===== src/rtl/f2h_arb_pkg.sv =====
// Shared types for the two-port SDRAM read arbiter: port ids, tracking entries, command FSM states.
// Latency: n/a (types only).
// Backpressure: n/a (types only).
package f2h_arb_pkg;

  // Width kept per tracked burst; requester burstcounts are zero-extended into it,
  // so BURST_W must not exceed this value.
  localparam int TRACK_BURST_W = 16;

  typedef logic port_id_t;

  localparam port_id_t PORT0 = 1'b0;
  localparam port_id_t PORT1 = 1'b1;

  typedef struct packed {
    port_id_t                 port;
    logic [TRACK_BURST_W-1:0] burstcount;
  } track_entry_t;

  typedef enum logic [1:0] {
    IDLE  = 2'd0,
    LOCK0 = 2'd1,
    LOCK1 = 2'd2
  } cmd_state_t;

endpackage


===== src/rtl/arb_track_fifo.sv =====
// In-order record of accepted bursts: one {port, burstcount} entry per outstanding burst.
// Latency: push/pop take effect on the next clock edge; head is read straight from storage registers.
// Backpressure: push ignored when full, pop ignored when empty; the owner gates both with full/empty.
module arb_track_fifo
  import f2h_arb_pkg::*;
#(
  parameter int DEPTH = 4
) (
  input  logic         clk,
  input  logic         rst_n,
  input  logic         push,
  input  track_entry_t push_entry,
  input  logic         pop,
  output track_entry_t head,
  output logic         full,
  output logic         empty
);

  // DEPTH is a power of two (>= 2), so the pointers wrap naturally.
  localparam int PTR_W = (DEPTH > 1) ? $clog2(DEPTH) : 1;

  track_entry_t     mem [DEPTH];
  logic [PTR_W-1:0] wr_ptr;
  logic [PTR_W-1:0] rd_ptr;
  logic [PTR_W:0]   count;
  logic             do_push;
  logic             do_pop;

  assign do_push = push && !full;
  assign do_pop  = pop && !empty;
  assign full    = (count == (PTR_W+1)'(DEPTH));
  assign empty   = (count == '0);
  assign head    = mem[rd_ptr];

  // Entry storage: written on push only, contents are don't-care until pushed.
  always_ff @(posedge clk) begin
    if (do_push) mem[wr_ptr] <= push_entry;
  end

  // Pointers and occupancy; a simultaneous push and pop leaves the count unchanged.
  always_ff @(posedge clk or negedge rst_n) begin
    if (!rst_n) begin
      wr_ptr <= '0;
      rd_ptr <= '0;
      count  <= '0;
    end else begin
      if (do_push) wr_ptr <= wr_ptr + PTR_W'(1);
      if (do_pop)  rd_ptr <= rd_ptr + PTR_W'(1);
      case ({do_push, do_pop})
        2'b10:   count <= count + (PTR_W+1)'(1);
        2'b01:   count <= count - (PTR_W+1)'(1);
        default: count <= count;
      endcase
    end
  end

endmodule


===== src/rtl/f2h_sdram_read_arbiter.sv =====
// Shares the read-only f2h_sdram port between the video reader (port 0, priority) and an aux reader (port 1).
// Latency: zero added cycles on command and return paths (combinational muxing/routing).
// Backpressure: s_waitrequest passed to the granted port; both ports stalled while the burst tracker is full.
// Optional ARB_STARVE_GUARD_EN: after STARVE_LIMIT port-0 grants with port 1 waiting, port 1 gets one grant.
module f2h_sdram_read_arbiter
  import f2h_arb_pkg::*;
#(
  parameter int ADDR_W       = 29,
  parameter int DATA_W       = 64,
  parameter int BURST_W      = 8,
  parameter int TRACK_DEPTH  = 4,
  parameter int STARVE_LIMIT = 8
) (
  input  logic              clk,
  input  logic              rst_n,
  input  logic [ADDR_W-1:0] m0_address,
  input  logic [BURST_W-1:0] m0_burstcount,
  input  logic              m0_read,
  output logic              m0_waitrequest,
  output logic [DATA_W-1:0] m0_readdata,
  output logic              m0_readdatavalid,
  input  logic [ADDR_W-1:0] m1_address,
  input  logic [BURST_W-1:0] m1_burstcount,
  input  logic              m1_read,
  output logic              m1_waitrequest,
  output logic [DATA_W-1:0] m1_readdata,
  output logic              m1_readdatavalid,
  output logic [ADDR_W-1:0] s_address,
  output logic [BURST_W-1:0] s_burstcount,
  output logic              s_read,
  input  logic              s_waitrequest,
  input  logic [DATA_W-1:0] s_readdata,
  input  logic              s_readdatavalid,
  output logic              grant_o
);

  cmd_state_t               state;
  cmd_state_t               state_nxt;
  port_id_t                 sel;
  logic                     req;
  logic                     run_en;
  logic                     accept;
  logic                     starve_force;
  logic                     trk_full;
  logic                     trk_empty;
  track_entry_t             trk_head;
  track_entry_t             push_entry;
  logic                     beat_ok;
  logic                     last_beat;
  logic                     cnt_loaded;
  logic [TRACK_BURST_W-1:0] beats_left;
  logic [TRACK_BURST_W-1:0] beat_rem;

  // Command outputs stay quiet while in reset and for the first edge after release,
  // independent of what the requesters are driving.
  always_ff @(posedge clk or negedge rst_n) begin
    if (!rst_n) run_en <= 1'b0;
    else        run_en <= 1'b1;
  end

  // Command FSM state register.
  always_ff @(posedge clk or negedge rst_n) begin
    if (!rst_n) state <= IDLE;
    else        state <= state_nxt;
  end

  // Next state: a stalled command locks the grant; acceptance (or the owner withdrawing) releases it.
  always_comb begin
    state_nxt = state;
    case (state)
      IDLE:         if (s_read && s_waitrequest) state_nxt = (sel == PORT1) ? LOCK1 : LOCK0;
      LOCK0, LOCK1: if (accept || !req) state_nxt = IDLE;
      default:      state_nxt = IDLE;
    endcase
  end

  // Grant selection: port 0 first unless the starvation guard has tripped; frozen while locked.
  always_comb begin
    sel = PORT0;
    req = 1'b0;
    case (state)
      IDLE: begin
        if (starve_force && m1_read) begin
          sel = PORT1;
          req = 1'b1;
        end else if (m0_read) begin
          sel = PORT0;
          req = 1'b1;
        end else if (m1_read) begin
          sel = PORT1;
          req = 1'b1;
        end
      end
      LOCK0: begin
        sel = PORT0;
        req = m0_read;
      end
      LOCK1: begin
        sel = PORT1;
        req = m1_read;
      end
      default: begin
        sel = PORT0;
        req = 1'b0;
      end
    endcase
  end

  assign s_read         = run_en && req && !trk_full;
  assign s_address      = s_read ? ((sel == PORT1) ? m1_address : m0_address) : '0;
  assign s_burstcount   = s_read ? ((sel == PORT1) ? m1_burstcount : m0_burstcount) : '0;
  assign m0_waitrequest = !(s_read && (sel == PORT0)) || s_waitrequest;
  assign m1_waitrequest = !(s_read && (sel == PORT1)) || s_waitrequest;
  assign grant_o        = run_en && (sel == PORT1);
  assign accept         = s_read && !s_waitrequest;
  assign push_entry     = {sel, TRACK_BURST_W'(s_burstcount)};

  arb_track_fifo #(
    .DEPTH (TRACK_DEPTH)
  ) u_track (
    .clk        (clk),
    .rst_n      (rst_n),
    .push       (accept),
    .push_entry (push_entry),
    .pop        (last_beat),
    .head       (trk_head),
    .full       (trk_full),
    .empty      (trk_empty)
  );

  // Return path: beats with nothing outstanding are dropped; a zero burstcount is
  // treated as a single beat so a bad request cannot wedge the tracker.
  assign beat_ok          = s_readdatavalid && !trk_empty;
  assign beat_rem         = cnt_loaded ? beats_left : trk_head.burstcount;
  assign last_beat        = beat_ok && (beat_rem <= TRACK_BURST_W'(1));
  assign m0_readdatavalid = beat_ok && (trk_head.port == PORT0);
  assign m1_readdatavalid = beat_ok && (trk_head.port == PORT1);
  assign m0_readdata      = s_readdata;
  assign m1_readdata      = s_readdata;

  // Beat counter: picks up the head burstcount on the first beat, counts down to the last.
  always_ff @(posedge clk or negedge rst_n) begin
    if (!rst_n) begin
      cnt_loaded <= 1'b0;
      beats_left <= '0;
    end else if (last_beat) begin
      cnt_loaded <= 1'b0;
    end else if (beat_ok) begin
      cnt_loaded <= 1'b1;
      beats_left <= beat_rem - TRACK_BURST_W'(1);
    end
  end

`ifdef ARB_STARVE_GUARD_EN
  localparam int STARVE_W = $clog2(STARVE_LIMIT + 1);

  logic [STARVE_W-1:0] starve_cnt;

  // Counts port-0 grants taken while port 1 waits; a port-1 grant or port 1 idling clears it.
  always_ff @(posedge clk or negedge rst_n) begin
    if (!rst_n) begin
      starve_cnt <= '0;
    end else if (!m1_read || (accept && (sel == PORT1))) begin
      starve_cnt <= '0;
    end else if (accept && (sel == PORT0) && !starve_force) begin
      starve_cnt <= starve_cnt + STARVE_W'(1);
    end
  end

  assign starve_force = (starve_cnt >= STARVE_W'(STARVE_LIMIT));
`else
  assign starve_force = 1'b0;
`endif

endmodule


===== config.mk =====
export PLATFORM = sky130hd
export DESIGN_NAME = f2h_sdram_read_arbiter
export DESIGN_NICKNAME = d
export VERILOG_FILES = /design/src/rtl/f2h_arb_pkg.sv /design/src/rtl/arb_track_fifo.sv /design/src/rtl/f2h_sdram_read_arbiter.sv
export SDC_FILE = /design/constraint.sdc
export NUM_CORES = 1
export LEC_CHECK = 0
export BUFFER_PORTS_ARGS = -buffer_cell sky130_fd_sc_hd__buf_2
export CAP_MARGIN = 5
export CORE_ASPECT_RATIO = 0.7
export CORE_MARGIN = 5
export CORE_UTILIZATION = 47
export CTS_BUF_LIST = sky130_fd_sc_hd__clkbuf_16
export DETAILED_ROUTE_END_ITERATION = 6
export PLACE_DENSITY_LB_ADDON = 0.2
export REMOVE_ABC_BUFFERS = 1
export SETUP_SLACK_MARGIN = 0.05
export SYNTH_ARGS = -nofsm -noshare
export SYNTH_HDL_FRONTEND = slang
export SYNTH_HIERARCHICAL = 1
export SYNTH_SLANG_ARGS = --single-unit

===== constraint.sdc =====
create_clock -name clk -period 4.6 [get_ports clk]
set_clock_uncertainty 0.15 [all_clocks]
set_input_delay 0.69 -clock clk [delete_from_list [all_inputs] [get_ports clk]]
set_output_delay 0.69 -clock clk [all_outputs]
set_load 0.005 [all_outputs]

After elaboration in Yosys (flattened, before gate mapping)
Memory sizes are Yosys's and may differ from the RTL's.
Cells that the tools add are included.
{"block": "totals", "in_bits": 144, "out_inout_bits": 171, "wordCells": 72, "ramBits": 36, "n_memories": 1, "ff_bits": 27}
{"block": "op_classes", "order_cmp": 1, "bitwise": 3, "n_reduce_logical": 29, "n_mux": 19, "n_eq_ne": 7, "addsub": 5}
{"memory": "u_track.mem", "depth": 4, "width": 9, "read_ports": 1, "rd_ports_with_merged_regs": 0, "write_ports": 1, "line_no": "arb_track_fifo.sv:22", "text": "track_entry_t mem [DEPTH];"}
{"op": "$mux W29", "n": 2}
{"op": "$le A16 B1 Y1 const B", "n": 1}
{"op": "$mux W16", "n": 1}
{"op": "$mux W8", "n": 2}
{"op": "$sub A16 B1 Y16 const B", "n": 1}
{"op": "$logic_and A1 B1 Y1", "n": 13}
{"op": "$mux W1", "n": 7}
{"op": "$logic_not A1 Y1", "n": 6}
{"op": "$mux W2", "n": 3}
{"op": "$pmux W3 S2", "n": 1}
{"op": "$add A2 B1 Y2 const B", "n": 2}
{"op": "$eq A2 B1 Y1 const B", "n": 2}
{"op": "$eq A2 B2 Y1 const B", "n": 2}
{"op": "$ne A2 B2 Y1 const B", "n": 2}
{"op": "$pmux W2 S2", "n": 1}
{"op": "$reduce_and A2 Y1", "n": 2}
{"op": "$reduce_bool A2 Y1", "n": 2}
{"op": "$add A3 B1 Y3 const B", "n": 1}
{"op": "$eq A3 B3 Y1 const B", "n": 1}
{"op": "$logic_not A3 Y1", "n": 1}
{"op": "$logic_or A1 B1 Y1", "n": 3}
{"op": "$not A1 Y1", "n": 3}
{"op": "$pmux W1 S3", "n": 1}
{"op": "$sub A3 B1 Y3 const B", "n": 1}
{"op": "3 further kinds", "n": 3}

Depth between registers and ports, before layout
{"block": "logic_depth", "word_depth": 9, "ltp_mapped": 17}

By module
The synthesis kept the hierarchy.
{"mod": "f2h_sdram_read_arbiter", "n_inst": 1, "cells_per_inst": 443, "area_per_inst_um2": 3101.7, "seq_area_each_um2": 500.5}
{"mod": "arb_track_fifo", "n_inst": 1, "cells_per_inst": 126, "area_per_inst_um2": 2921.6, "seq_area_each_um2": 2217.1}

Worst setup path before layout
No wires, ideal clock.
{"block": "synth_path", "path_kind": "reg-to-reg", "startpoint": "register u_track.rd_ptr[0]", "endpoint": "register u_track.count[2]", "setup_ns": 0.079, "synth_period_minus_slack_ns": 3.686, "arrival_ns": 3.457, "required_ns": 4.371, "path_stages_with_launch": 15, "path_slack_ns": 0.914, "path_cell_list": "dfrtp_1 > buf_6 > buf_12 > mux4_2 > or4_4 > a222oi_1 > nand3_1 > nor2_1 > o31a_1 > ha_1 > inv_1 > fa_1 > xor2_1 > nor2_1 > xor2_1"}
{"block": "synth_between", "elab_chain_cells": 7, "elab_cells_between_ends": 9, "cone_classes": "1 x order compare; 2 x eq/ne; 2 x mux; 3 x reduce/logical; 1 x memory"}
{"item": "start, declared", "line_no": "arb_track_fifo.sv:24", "text": "logic [PTR_W-1:0] rd_ptr;"}
{"item": "start signal, assigned", "line_no": "arb_track_fifo.sv:48", "text": "if (do_pop) rd_ptr <= rd_ptr + PTR_W'(1);"}
{"item": "$mem_v2 Z4 W9 *"}
{"item": "$mux W16 *", "line_no": "f2h_sdram_read_arbiter.sv:134", "text": "assign beat_rem = cnt_loaded ? beats_left : trk_head.burstcount;"}
{"item": "$le A16 B1 Y1 *", "line_no": "f2h_sdram_read_arbiter.sv:135", "text": "assign last_beat = beat_ok && (beat_rem <= TRACK_BURST_W'(1));"}
{"item": "$logic_and A1 B1 Y1 *", "line_no": "f2h_sdram_read_arbiter.sv:135"}
{"item": "via last_beat", "line_no": "f2h_sdram_read_arbiter.sv:49", "text": "logic last_beat;"}
{"item": "$logic_and A1 B1 Y1 *", "line_no": "arb_track_fifo.sv:30", "text": "assign do_pop = pop && !empty;"}
{"item": "via u_track.do_pop", "line_no": "arb_track_fifo.sv:27", "text": "logic do_pop;"}
{"item": "$eq A2 B1 Y1 or $eq A2 B2 Y1 (tied branches)", "line_no": "arb_track_fifo.sv:49", "text": "case ({do_push, do_pop})"}
{"item": "$pmux W3 S2 or $reduce_bool A2 Y1 (tied branches)"}
{"item": "end signal, assigned", "line_no": "arb_track_fifo.sv:50", "text": "2'b10: count <= count + (PTR_W+1)'(1);"}
{"item": "end signal, assigned", "line_no": "arb_track_fifo.sv:51", "text": "2'b01: count <= count - (PTR_W+1)'(1);"}
{"item": "end signal, assigned", "line_no": "arb_track_fifo.sv:52", "text": "default: count <= count;"}
{"item": "end, declared", "line_no": "arb_track_fifo.sv:25", "text": "logic [PTR_W:0] count;"}
The timed path passes the listed nets; every way through them passes the cells marked *.
A chain may end at the register's enable or synchronous reset.

Worst setup path in the final report
Ends and elaborated chain as after synthesis.

==> results.txt <==
The part of the total power dissipated in combinational logic is 0.370. The first global-routing pass estimated 32200 um of wire. The switching power of the nets came out at 1.04 mW. The biggest fanout along the worst timing path is 5.

Setup repair after global routing left no endpoint under its margin. The number of nets in the finished design came out at 749. Walking the worst path, the cells encountered are buf_4 > mux4_2 > or4_4 > a222oi_1 > nand3_1 > nor2_1 > o31a_1 > ha_1 > inv_1 > fa_1 > xor2_1 > nor2_1 > xor2_1. The later-pin clock latency in the skew report is 0.34 ns. Of the available clock period, the critical path in the final layout requires 0.895. The worst hold-check path type is primary input to asynchronous set/reset pin.

The total setup buffers inserted after CTS came out at 0. The number of cells after detailed placement is 744. Once layout is complete, the utilization of the core stands at 0.503. The mapped cell area came out at 6020 um^2. The total number of clock tree sinks came out at 95.

Of the total power, the share spent switching nets is 0.339. The analysis attributes to cell leakage a power of 2.72 nW. The count of endpoints failing hold in the final timing report is 0. The number of detailed-routing iterations run before antenna repair came out at 4.

The number of CTS-inserted buffers came out at 9. The number of distinct library cells after synthesis came out at 55. Relative to the synthesized area, the layout overhead comes to 4.36%. The fraction of the yosys area taken by sequential cells is 0.451. On the worst path, the slowest cell contributes a delay of 0.57 ns. The number of standard cells in the final layout excluding fillers came out at 760. With fillers left out, the area of the finished cells amounts to 6290 um^2. Counting flops with an async set or reset pin after synthesis yields a share of 0.284. VDD sags by at most 0.266 mV. The number of pins exceeding their max-slew limit in the final report was 0. Dividing the detail-routed via count by the number of cells gives 5.67.

Of the total power, the clock network draws 0.250. Counting flops with a built-in enable in the synthesized netlist gives 68. Buffers placed on the I/O ports in this run total 122. The number of inserted diodes came out at 0. The total power divided by cell area came out at 488 nW/um^2. Once placement finished, the instance area stood at 5980 um^2. The synthesized area per cell came out at 10.6 um^2. The post-route worst setup slack came out at 0.484 ns.

The fill cell total of the finished layout came out at 1147. The setup violation total in the final timing report is 0. After detailed routing, the number of remaining DRC violations is 0. The internal power consumption is 2.03 mW. In this run the tightest slew margin relative to its limit is 0.366. The pin count of the biggest net entering global routing came out at 41. The buffer cell driving the clock tree root is clkbuf_16. The total overflow left after global routing is 0.

The area taken by multi-input logic gates came out at 2280 um^2. The critical path start-end classification is flip-flop to flip-flop. Among all flip-flop cells after synthesis, the most frequent one is edfxtp_1. After detailed routing, the total wire length is 22400 um. The slew at the pin closest to its max-slew limit is 0.951 ns. The signal arrival time at the worst endpoint came out at 4.23 ns. The number of routed nets with antenna violations came out at 0. The slowest stage of the critical path belongs to the cell or4_4.

The register cell area after layout is 2720 um^2. The die boundary height came out at 105 um. The H-tree generated during clock tree synthesis spans 3 levels. The critical path capture point type is a flip-flop. Routability-driven placement finished with a final weighted congestion of 0.896. The initial antenna violation count is 0. The number of top-level design ports came out at 315. The flow ran to the end, and the final reports show no timing, DRC or antenna violations.

The placement-stage worst setup slack is 0.552 ns. The clock passes through at most 2 buffers. The area inside the core boundary is 12500 um^2.

The maximum achievable frequency came out at 0.243 GHz. Synthesis produced a netlist whose cell count is 569. The average wire length per cell after detail routing came out at 29.5 um. The startpoint class of the critical path is a flip-flop.

The number of maximum-capacitance violations came out at 0. The number of global-route vias before repair is 4238. The most common cell after layout, fill and taps aside is buf_2.

The endpoint required time on the critical path is 4.71 ns. The routed design could run at a clock period as short as 4.12 ns. The area of the die came out at 15200 um^2. The starting density of the core came out at 0.482. The die span in x is 145 um. The post-synthesis sequential element count is 95.

The Yosys warning count came out at 6. The placed wire-length estimate is 17300 um. The number of hold buffers added after CTS is 0. TritonCTS built the clock tree. The number of rows in the core area is 34. The hold slack is 0.244 ns. The count of cells resized by post-cts repair came out at 0. Leaving out fill and tap cells, the most frequent cells in the layout are buf_2, nand2_1, edfxtp_1. Across every metal layer, demand over resource in global routing totals 0.293. The violation count after the first detailed-route iteration came out at 309.

The share of total power in sequential cells is 0.380. The clock slew seen by the registers of the worst setup and hold paths is 0.06 ns. Adding up every negative setup slack in the final design gives 0 ns. Detailed routing inserted a total of 4309 vias. The total power after layout came out at 3.07 mW. In the final layout, the share of cells above drive strength 1 is 0.291.
## routing by layer
metal  share of wire  GRT usage  up-vias
met3            0.20      0.275       40
met2            0.37      0.361      353
met4           0.022     0.0846        6
met5          0.0073      0.109        -
li1                -          -     1888
met1            0.40      0.352     2022
## final timing paths
check	start	endpoint	slack, ns	cells after the start
max	u_track/rd_ptr[0]	u_track/count[2]	0.48	13
min	rst_n	beats_left[8]	0.24	1
max reg2reg	u_track/rd_ptr[0]	u_track/count[2]	0.48	13
min reg2reg	u_track/count[2]	u_track/count[2]	0.37	1
max in group asynchronous	rst_n	u_track/wr_ptr[0]	3.60	1
min in group clk	u_track/count[2]	u_track/count[2]	0.37	1
## state kept, by name (all words and copies together) (netlist names)
name	flops
beats_left	16
cnt_loaded	1
run_en	1
state	2
u_track/count	3
u_track/mem	68
u_track/rd_ptr	2
u_track/wr_ptr	2
## cell type report
cell class	instances	area share
sequential	95	0.432
multi-input combinational	336	0.363
timing repair buffer	134	0.113
clock buffer	9	0.0358
tap	162	0.0322
clock inverter	7	0.0129
inverter	17	0.0102
## synthesized netlist by cell type (2+ instances only)
cell | instances | area (um^2)
buf_1 | 4 | 15.0
a31oi_1 | 2 | 12.5
xor2_1 | 16 | 140
mux4_2 | 8 | 180
inv_1 | 17 | 63.8
o221a_2 | 2 | 22.5
nand3b_1 | 2 | 15.0
nand3_1 | 10 | 50.1
a22o_1 | 4 | 35.0
and3_1 | 2 | 12.5
conb_1 | 2 | 7.51
nor3_1 | 7 | 35.0
o21ai_1 | 6 | 30.0
nor3b_2 | 2 | 25.0
ha_1 | 11 | 138
dfrtp_1 | 27 | 676
mux2_2 | 5 | 56.3
buf_6 | 3 | 33.8
o22ai_1 | 10 | 62.6
buf_2 | 6 | 30.0
a21oi_1 | 51 | 255
edfxtp_1 | 68 | 2040
or3b_2 | 3 | 26.3
nor2_1 | 13 | 48.8
mux2i_1 | 6 | 60.1
mux4_1 | 9 | 236
and2_1 | 9 | 56.3
clkbuf_1 | 10 | 37.5
nor3b_1 | 2 | 15.0
o21ai_0 | 12 | 60.1
buf_4 | 128 | 961
or3_1 | 3 | 18.8
a211oi_1 | 3 | 22.5
nand2_1 | 83 | 312
xnor2_1 | 3 | 26.3
## worst max-delay path, delay by kind of cell, from the launching register on
kind                       cells  cell delay [ns]
xor gates and xnor gates       2             0.30
adders and majority gates      2             0.57
AOI/OAI and AO/OA              2             0.74
buffers and inverters          2             0.27
muxes                          1             0.54
and+or+nand+nor                4             0.99
DFF                            1             0.49
## power by group through the flow
stage / Combinational (mW) / Clock [mW] / Sequential, mW
3_3_place_gp: 1.10 / 0 / 1.18
5_1_grt: 1.26 / 0.825 / 1.18
4_1_cts: 1.14 / 0.788 / 1.16
3_5_place_dp: 1.13 / 0 / 1.18
2_1_floorplan: 0.723 / 0 / 1.17
6_report: 1.13 / 0.767 / 1.16
## cells by family (layout without fill, tap and decap cells)
kind of cell    count (synthesis)  after routing  synth area share
buf+inv                       169            167             0.193
simple gates                  144            144             0.114
compound gates                100            100            0.0985
flops                          95             95             0.451
mux                            28             28            0.0885
xor+xnor                       19             19            0.0276
fa+ha+maj                      12             12            0.0262
other cells                     2             33           0.00125
Power figures use the tool's default switching activity.
